[src/rtl/lse_simd_pkg.sv]
// Shared SIMD mode, carry-select and scheduler state definitions.
package lse_simd_pkg;

    // SIMD lane split requested by a client
    typedef enum logic [1:0] {
        MODE_1X32 = 2'd0,
        MODE_2X16 = 2'd1,
        MODE_4X8  = 2'd2,
        MODE_RSVD = 2'd3
    } simd_mode_e;

    // Carry-routing selects at lane boundaries 24/16/8; 1 = propagate
    localparam logic [2:0] CSEL_1X32 = 3'b111;
    localparam logic [2:0] CSEL_2X16 = 3'b101;
    localparam logic [2:0] CSEL_4X8  = 3'b000;

    // Scheduler states
    typedef enum logic [1:0] {
        ST_IDLE  = 2'd0,
        ST_ISSUE = 2'd1,
        ST_DRAIN = 2'd2
    } sched_state_e;

    // Reserved encoding executes as a full 32-bit operation
    function automatic simd_mode_e norm_mode(input logic [1:0] raw);
        case (raw)
            2'd1:    return MODE_2X16;
            2'd2:    return MODE_4X8;
            default: return MODE_1X32;
        endcase
    endfunction

    function automatic logic [2:0] mode_csel(input simd_mode_e m);
        case (m)
            MODE_2X16: return CSEL_2X16;
            MODE_4X8:  return CSEL_4X8;
            default:   return CSEL_1X32;
        endcase
    endfunction

endpackage

[src/rtl/rr_arbiter.sv]
// Round-robin winner selection; the pointer moves past the winner on advance.
module rr_arbiter
    import lse_simd_pkg::*;
#(
    parameter int unsigned N_REQ = 4
) (
    input  logic                       i_clk,
    input  logic                       i_rst_n,
    input  logic [N_REQ-1:0]           i_req,
    input  logic                       i_advance,
    output logic [N_REQ-1:0]           o_grant,
    output logic [$clog2(N_REQ)-1:0]   o_grant_idx,
    output logic                       o_found
);

    localparam int unsigned IDX_W = $clog2(N_REQ);

    logic [IDX_W-1:0]   r_ptr;
    logic [2*N_REQ-1:0] w_dbl;
    logic [N_REQ-1:0]   w_rot;
    logic [IDX_W:0]     w_off;
    logic [IDX_W:0]     w_sum;

    // First requester at or after the pointer, found on a rotated copy
    always_comb begin
        w_dbl   = {i_req, i_req} >> r_ptr;
        w_rot   = w_dbl[N_REQ-1:0];
        w_off   = '0;
        o_found = 1'b0;
        for (int unsigned i = N_REQ; i > 0; i--) begin
            if (w_rot[i-1]) begin
                w_off   = (IDX_W+1)'(i-1);
                o_found = 1'b1;
            end
        end
        w_sum = {1'b0, r_ptr} + w_off;
        if (w_sum >= (IDX_W+1)'(N_REQ)) begin
            w_sum = w_sum - (IDX_W+1)'(N_REQ);
        end
        o_grant_idx = w_sum[IDX_W-1:0];
        o_grant     = '0;
        for (int unsigned k = 0; k < N_REQ; k++) begin
            o_grant[k] = o_found && (o_grant_idx == IDX_W'(k));
        end
    end

    // Pointer moves to (granted + 1) mod N_REQ after each grant
    always_ff @(posedge i_clk or negedge i_rst_n) begin
        if (!i_rst_n) begin
            r_ptr <= '0;
        end else if (i_advance && o_found) begin
            r_ptr <= (o_grant_idx == IDX_W'(N_REQ-1)) ? '0 : o_grant_idx + IDX_W'(1);
        end
    end

endmodule

[src/rtl/lse_simd_sched.sv]
// Shares one SIMD multiplier datapath among N_REQ requesters, keeping the
// carry-routing mode constant while operations are in flight.
module lse_simd_sched
    import lse_simd_pkg::*;
#(
    parameter int unsigned N_REQ  = 4,
    parameter int unsigned DATA_W = 32,
    parameter int unsigned DP_LAT = 3
) (
    input  logic                      i_clk,
    input  logic                      i_rst_n,
    input  logic [N_REQ-1:0]          i_req_valid,
    output logic [N_REQ-1:0]          o_req_ready,
    input  logic [N_REQ*DATA_W-1:0]   i_req_a,
    input  logic [N_REQ*DATA_W-1:0]   i_req_b,
    input  logic [N_REQ*2-1:0]        i_req_mode,
    output logic                      o_dp_valid,
    output logic [DATA_W-1:0]         o_dp_a,
    output logic [DATA_W-1:0]         o_dp_b,
    output logic [2:0]                o_dp_carry_sel,
    input  logic [DATA_W-1:0]         i_dp_result,
    output logic [N_REQ-1:0]          o_rsp_valid,
    output logic [DATA_W-1:0]         o_rsp_data,
    output logic                      o_err_mode
);

    localparam int unsigned IDX_W = $clog2(N_REQ);

    sched_state_e     r_state;
    sched_state_e     w_nstate;
    simd_mode_e       r_mode;
    simd_mode_e       w_win_mode;
    simd_mode_e       w_issue_mode;
    logic             r_run;
    logic             r_err;
    logic [DP_LAT-1:0] r_pipe_v;
    logic [IDX_W-1:0] r_pipe_tag [DP_LAT];

    logic [N_REQ-1:0] w_grant;
    logic [N_REQ-1:0] w_ready;
    logic [IDX_W-1:0] w_idx;
    logic             w_found;
    logic             w_accept;
    logic             w_pend;
    logic [1:0]       w_win_raw;
    logic [DATA_W-1:0] w_sel_a;
    logic [DATA_W-1:0] w_sel_b;

    rr_arbiter #(.N_REQ(N_REQ)) u_arb (
        .i_clk       (i_clk),
        .i_rst_n     (i_rst_n),
        .i_req       (i_req_valid),
        .i_advance   (w_accept),
        .o_grant     (w_grant),
        .o_grant_idx (w_idx),
        .o_found     (w_found)
    );

    // Winner's operands and mode; operands never feed the ready path
    always_comb begin
        w_win_raw = '0;
        w_sel_a   = '0;
        w_sel_b   = '0;
        for (int unsigned k = 0; k < N_REQ; k++) begin
            if (w_idx == IDX_W'(k)) begin
                w_win_raw = i_req_mode[2*k +: 2];
                w_sel_a   = i_req_a[k*DATA_W +: DATA_W];
                w_sel_b   = i_req_b[k*DATA_W +: DATA_W];
            end
        end
        w_win_mode = norm_mode(w_win_raw);
    end

    // Ops that will still be short of their result stage next cycle; an op
    // presenting its result this cycle no longer constrains the carry mode
    always_comb begin
        w_pend = 1'b0;
        for (int unsigned i = 0; i + 2 < DP_LAT; i++) begin
            w_pend = w_pend | r_pipe_v[i];
        end
    end

    // Next-state and ready generation
    always_comb begin
        w_nstate = r_state;
        w_ready  = '0;
        case (r_state)
            ST_IDLE: begin
                if (r_run && w_found) begin
                    w_ready  = w_grant;
                    w_nstate = ST_ISSUE;
                end
            end
            ST_ISSUE: begin
                if (w_found) begin
                    if (w_win_mode == r_mode) begin
                        w_ready = w_grant;
                    end else begin
                        w_nstate = ST_DRAIN;
                    end
                end else if (!w_pend) begin
                    w_nstate = ST_IDLE;
                end
            end
            ST_DRAIN: begin
                if (!w_pend) begin
                    w_nstate = ST_IDLE;
                end
            end
            default: w_nstate = ST_IDLE;
        endcase
    end

    // Issue path: accepted op goes to the datapath in its accept cycle
    always_comb begin
        w_accept       = |(w_ready & i_req_valid);
        o_req_ready    = w_ready;
        o_dp_valid     = w_accept;
        o_dp_a         = w_accept ? w_sel_a : '0;
        o_dp_b         = w_accept ? w_sel_b : '0;
        w_issue_mode   = (r_state == ST_IDLE && w_accept) ? w_win_mode : r_mode;
        o_dp_carry_sel = mode_csel(w_issue_mode);
        o_err_mode     = r_err;
    end

    // Response path: tag at the last pipe stage selects the requester
    always_comb begin
        o_rsp_valid = '0;
        for (int unsigned k = 0; k < N_REQ; k++) begin
            o_rsp_valid[k] = r_pipe_v[DP_LAT-1] && (r_pipe_tag[DP_LAT-1] == IDX_W'(k));
        end
        o_rsp_data = r_pipe_v[DP_LAT-1] ? i_dp_result : '0;
    end

    // State register
    always_ff @(posedge i_clk or negedge i_rst_n) begin
        if (!i_rst_n) begin
            r_state <= ST_IDLE;
        end else begin
            r_state <= w_nstate;
        end
    end

    // Run flag holds ready low while in reset; mode loads only when idle; sticky error
    always_ff @(posedge i_clk or negedge i_rst_n) begin
        if (!i_rst_n) begin
            r_run  <= 1'b0;
            r_mode <= MODE_1X32;
            r_err  <= 1'b0;
        end else begin
            r_run <= 1'b1;
            if (r_state == ST_IDLE && w_accept) begin
                r_mode <= w_win_mode;
            end
            if (w_accept && w_win_raw == 2'd3) begin
                r_err <= 1'b1;
            end
        end
    end

    // In-flight {valid, tag} shift register, DP_LAT deep
    always_ff @(posedge i_clk or negedge i_rst_n) begin
        if (!i_rst_n) begin
            r_pipe_v <= '0;
            for (int unsigned i = 0; i < DP_LAT; i++) begin
                r_pipe_tag[i] <= '0;
            end
        end else begin
            r_pipe_v[0]   <= w_accept;
            r_pipe_tag[0] <= w_idx;
            for (int unsigned i = 1; i < DP_LAT; i++) begin
                r_pipe_v[i]   <= r_pipe_v[i-1];
                r_pipe_tag[i] <= r_pipe_tag[i-1];
            end
        end
    end

endmodule

[config.mk]
export PLATFORM = sky130hd
export DESIGN_NAME = lse_simd_sched
export DESIGN_NICKNAME = d
export VERILOG_FILES = /design/src/rtl/lse_simd_pkg.sv /design/src/rtl/rr_arbiter.sv /design/src/rtl/lse_simd_sched.sv
export SDC_FILE = /design/constraint.sdc
export NUM_CORES = 1
export LEC_CHECK = 0
export ABC_AREA = 1
export ABC_CLOCK_PERIOD_IN_PS = 5230
export BUFFER_PORTS_ARGS = -buffer_cell sky130_fd_sc_hd__buf_2
export CAP_MARGIN = 5
export CORE_AREA = 2 2 158 160
export CTS_CLUSTER_DIAMETER = 50
export DETAILED_ROUTE_END_ITERATION = 8
export DIE_AREA = 0 0 160 162
export MAX_ROUTING_LAYER = met4
export PLACE_DENSITY = 0.49
export SLEW_MARGIN = 30
export SYNTH_ARGS = -nofsm -noshare
export SYNTH_HDL_FRONTEND = slang
export SYNTH_HIERARCHICAL = 1
export SYNTH_SLANG_ARGS = --single-unit
[constraint.sdc]
create_clock -name i_clk -period 5.23 [get_ports i_clk]
set_clock_uncertainty 0.15 [all_clocks]
set_input_delay 0.7845 -clock i_clk [delete_from_list [all_inputs] [get_ports i_clk]]
set_output_delay 0.7845 -clock i_clk [all_outputs]
set_load 0.005 [all_outputs]
==> results.md <==
* Status: completed
* Synth warn at 6
* Drt via density at 4.26
* Worst r2r dst: u_arb/r_ptr[0]
* Final layout net count at 1278
* Power Internal at 2090 µW
* Largest net degree at the start of global routing at 51
* Commonest cells in the netlist: nand2_1 (198), inv_1 (58), a21oi_2 (50), a21oi_1 (44), nor2_1 (43)
* Maxcap violations at 0
* CTS clk-pin slew, worst paths at 50 ps
* Initial antenna violation count at 1
* Logic gate share of total power at 92.8%
* Share of cells above drive strength 1 at 53.3%
* VDD IR max at 0.000399 V
* Mapped Cells at 583
* Power Total at 5510 µW
* R2r setup slk at 1490 ps
* Cell taking the most area after synthesis: nand2_1
* Clock root cell: clkbuf_16
* Die ar. at 0.0259 mm²
* Least-Margin Pin Slew at 921 ps
* Main synth FF type: dfrtp_1
* First-pass GRT wire length at 29200 µm
* Tmin final at 4850 ps
* Clk pwr share at 2.7%
* Syn_area_per_cell at 5.73 µm²
* Crit-path max FO at 14
* Clk sinks at 17
* PortBufs at 410
* Seq/Total Area, Yosys at 12.7%
* Min-delay worst type: reg2reg
* Cells on worst reg2reg path at 29
* CTS Buf Count at 3
* Post-cts resize count at 0
* Critical path origin: i_req_valid[1]
* Post-synth top area share at 22.2%
* Net Sw Power at 3410 µW
* CP startpoint kind: input port
* Setup TNS at 0 ps
* Antenna viol nets, final at 0
* Cell area power density at 936 mW/mm²
* Initial Util at 13.9%
* Number of global-route vias before repair at 5235
* Dominant cell by count in the synthesized netlist: nand2_1
* EDFF count, synth at 0
* Share of power burned in registers at 4.5%
* Cells taking the most area after synthesis: nand2_1 (22%), a21oi_2 (13%), dfrtp_1 (13%)
* Std cell rows at 57
* DR vias at 5531
* Max Fclk at 206 MHz
* RSZ-0062 raised after global routing: no
* Final period utilization at 92.7%
* Placer congestion estimate at 0.788
* Mapped Area at 0.00334 mm²
* Synth unique cells at 32
* Critical setup path kind: in2out
* Initial DRC Count at 333
* Total GRT Usage at 14.9%
* Synthesized flop and latch total at 17
* Pleak at 0.00342 µW
* Die Width at 160 µm
* Crit path to: o_dp_b[30]
* Critical Path AT at 3910 ps
* Slew headroom at 38.6%
* Final setup violation count at 0
* Core area at 0.0241 mm²
* Drt pass-1 iters at 5
* Setup bufs post-CTS at 0
* Post-synth ARST share at 100%
* Clock Latency Late Sink at 240 ps
* HPWL after DPL at 17400 µm
* Routed wire length at 20400 µm
* CTS tree: built
* Switching Share at 62.0%
* Worst Path Required at 4300 ps
* Drt drc at 0
* Fin. max-slew vios at 0
* Layout area overhead at 76.0%
* IO Pins at 411
* Synth Net Count at 887
* Hold-fix buffers at CTS at 0
* Htree depth at 1
* Clock Path Buffers at 2
* WL/cell at 15.7 µm
* Die extent in y at 162 µm
* Launching point of the worst reg2reg path: u_arb/r_ptr[0]
* GR Overflow Total at 0
* Final hold viol count at 0
* CP endpoint kind: primary output
-- logic make-up after synthesis --
group / synth area share, %
fa+ha+maj: 0.749
simple gates: 35.3
xor+xnor: 0.262
buf+inv: 13.7
compound gates: 37.1
flops: 12.7
other cells: 0.112
-- final cells by class --
| type | instances | area [µm²] |
|---|---|---|
| flip-flops and latches | 17 | 425 |
| fillers | 2807 | 18200 |
| clock inverters | 1 | 5.00 |
| well taps | 324 | 405 |
| multi-input cells | 459 | 2510 |
| repair buffers | 428 | 2210 |
| diodes | 1 | 2.50 |
| inverters | 65 | 245 |
| clock buffers | 3 | 75.1 |
-- placed cells by master, fill, tap and decap left out, types with 3 or more instances in the layout --
| master | synthesis | routed |
|---|---|---|
| a21oi_1 | 44 | 44 |
| dfrtp_1 | 17 | 17 |
| nand2_1 | 198 | 194 |
| a22o_1 | 21 | 21 |
| a22oi_1 | 3 | 3 |
| nand2_2 | 11 | 15 |
| a21oi_2 | 50 | 50 |
| nor2_1 | 43 | 40 |
| clkbuf_16 | 0 | 3 |
| buf_2 | 2 | 410 |
| inv_2 | 6 | 6 |
| o21ai_0 | 17 | 16 |
| inv_1 | 58 | 58 |
| o221ai_1 | 29 | 29 |
| nor3_1 | 5 | 5 |
| nand3_1 | 20 | 19 |
| nand3_2 | 5 | 6 |
| buf_4 | 2 | 16 |
-- registers in the layout (all words and copies together), names as in the netlist, named ones only --
| register | cells |
|---|---|
| o_err_mode | 1 |
| r_pipe_tag | 6 |
| r_pipe_v | 3 |
| r_mode | 1 |
| u_arb/r_ptr | 2 |
| r_state | 2 |
| r_run | 1 |
-- power by group through the flow --
| stage | Combinational, µW | Sequential, µW | Clock [µW] |
|---|---|---|---|
| final | 5110 | 249 | 148 |
| after global routing | 5660 | 259 | 157 |
| after CTS | 5110 | 246 | 152 |
| after detailed placement | 5090 | 247 | 0 |
| after global placement | 5100 | 246 | 0 |
| after floorplan | 3300 | 215 | 0 |
-- how the worst min path moves through the flow --
stage / start / end / depth (start not counted)
2_1_floorplan: r_pipe_tag[2] / r_pipe_tag[0] / 0
3_3_place_gp: r_pipe_v[1] / r_pipe_v[2] / 0
3_5_place_dp: r_pipe_tag[2] / r_pipe_tag[0] / 0
4_1_cts: r_pipe_v[1] / r_pipe_v[2] / 0
5_1_grt: r_pipe_v[1] / r_pipe_v[2] / 0
6_report: r_pipe_v[1] / r_pipe_v[2] / 0
-- stage by stage --
stage          utilization [%]  instances  cell area [µm²]  hold slack, ps  setup WS, ps
2_1_floorplan                -        583             3340             181           656
3_3_place_gp              23.9       1293             5760             183           142
4_1_cts                   24.2       1297             5840             198          96.0
3_5_place_dp              23.9       1293             5760             185           108
6_report                  24.4       1298             5880             196           382
5_1_grt                   24.4       1298             5880             200          2.38
-- metal layers --
layer  GRT usage, %  wire length (µm)  share of wire, %  vias to the layer above
met5              -                 0                 0                        -
met4           3.73               425               2.1                        0
met3           2.20              1530               7.5                       20
met2           26.3             10300                50                      296
met1           17.8              8210                40                     2496
li1               -                 -                 -                     2719
-- worst max-delay path: stages --
cell      delay (ps)
buf_2            130
nand2_2           90
nand3_2           80
nand2_2          100
nand3_1           70
a21boi_1         140
ha_2             210
xor2_2           170
inv_1             70
nand3_2          100
nand2_4           80
nor2_4           140
nand2_1           60
nand3_1           70
nand2_1          100
inv_2             70
nand2_1           80
nand2_1           80
nand3_2          100
o21bai_4         220
nand3_1          110
nand2_2          130
nor2_4            70
buf_12           140
buf_4            210
a21oi_1          140
buf_2            140
Note: power is estimated with default switching activity, not from simulation.
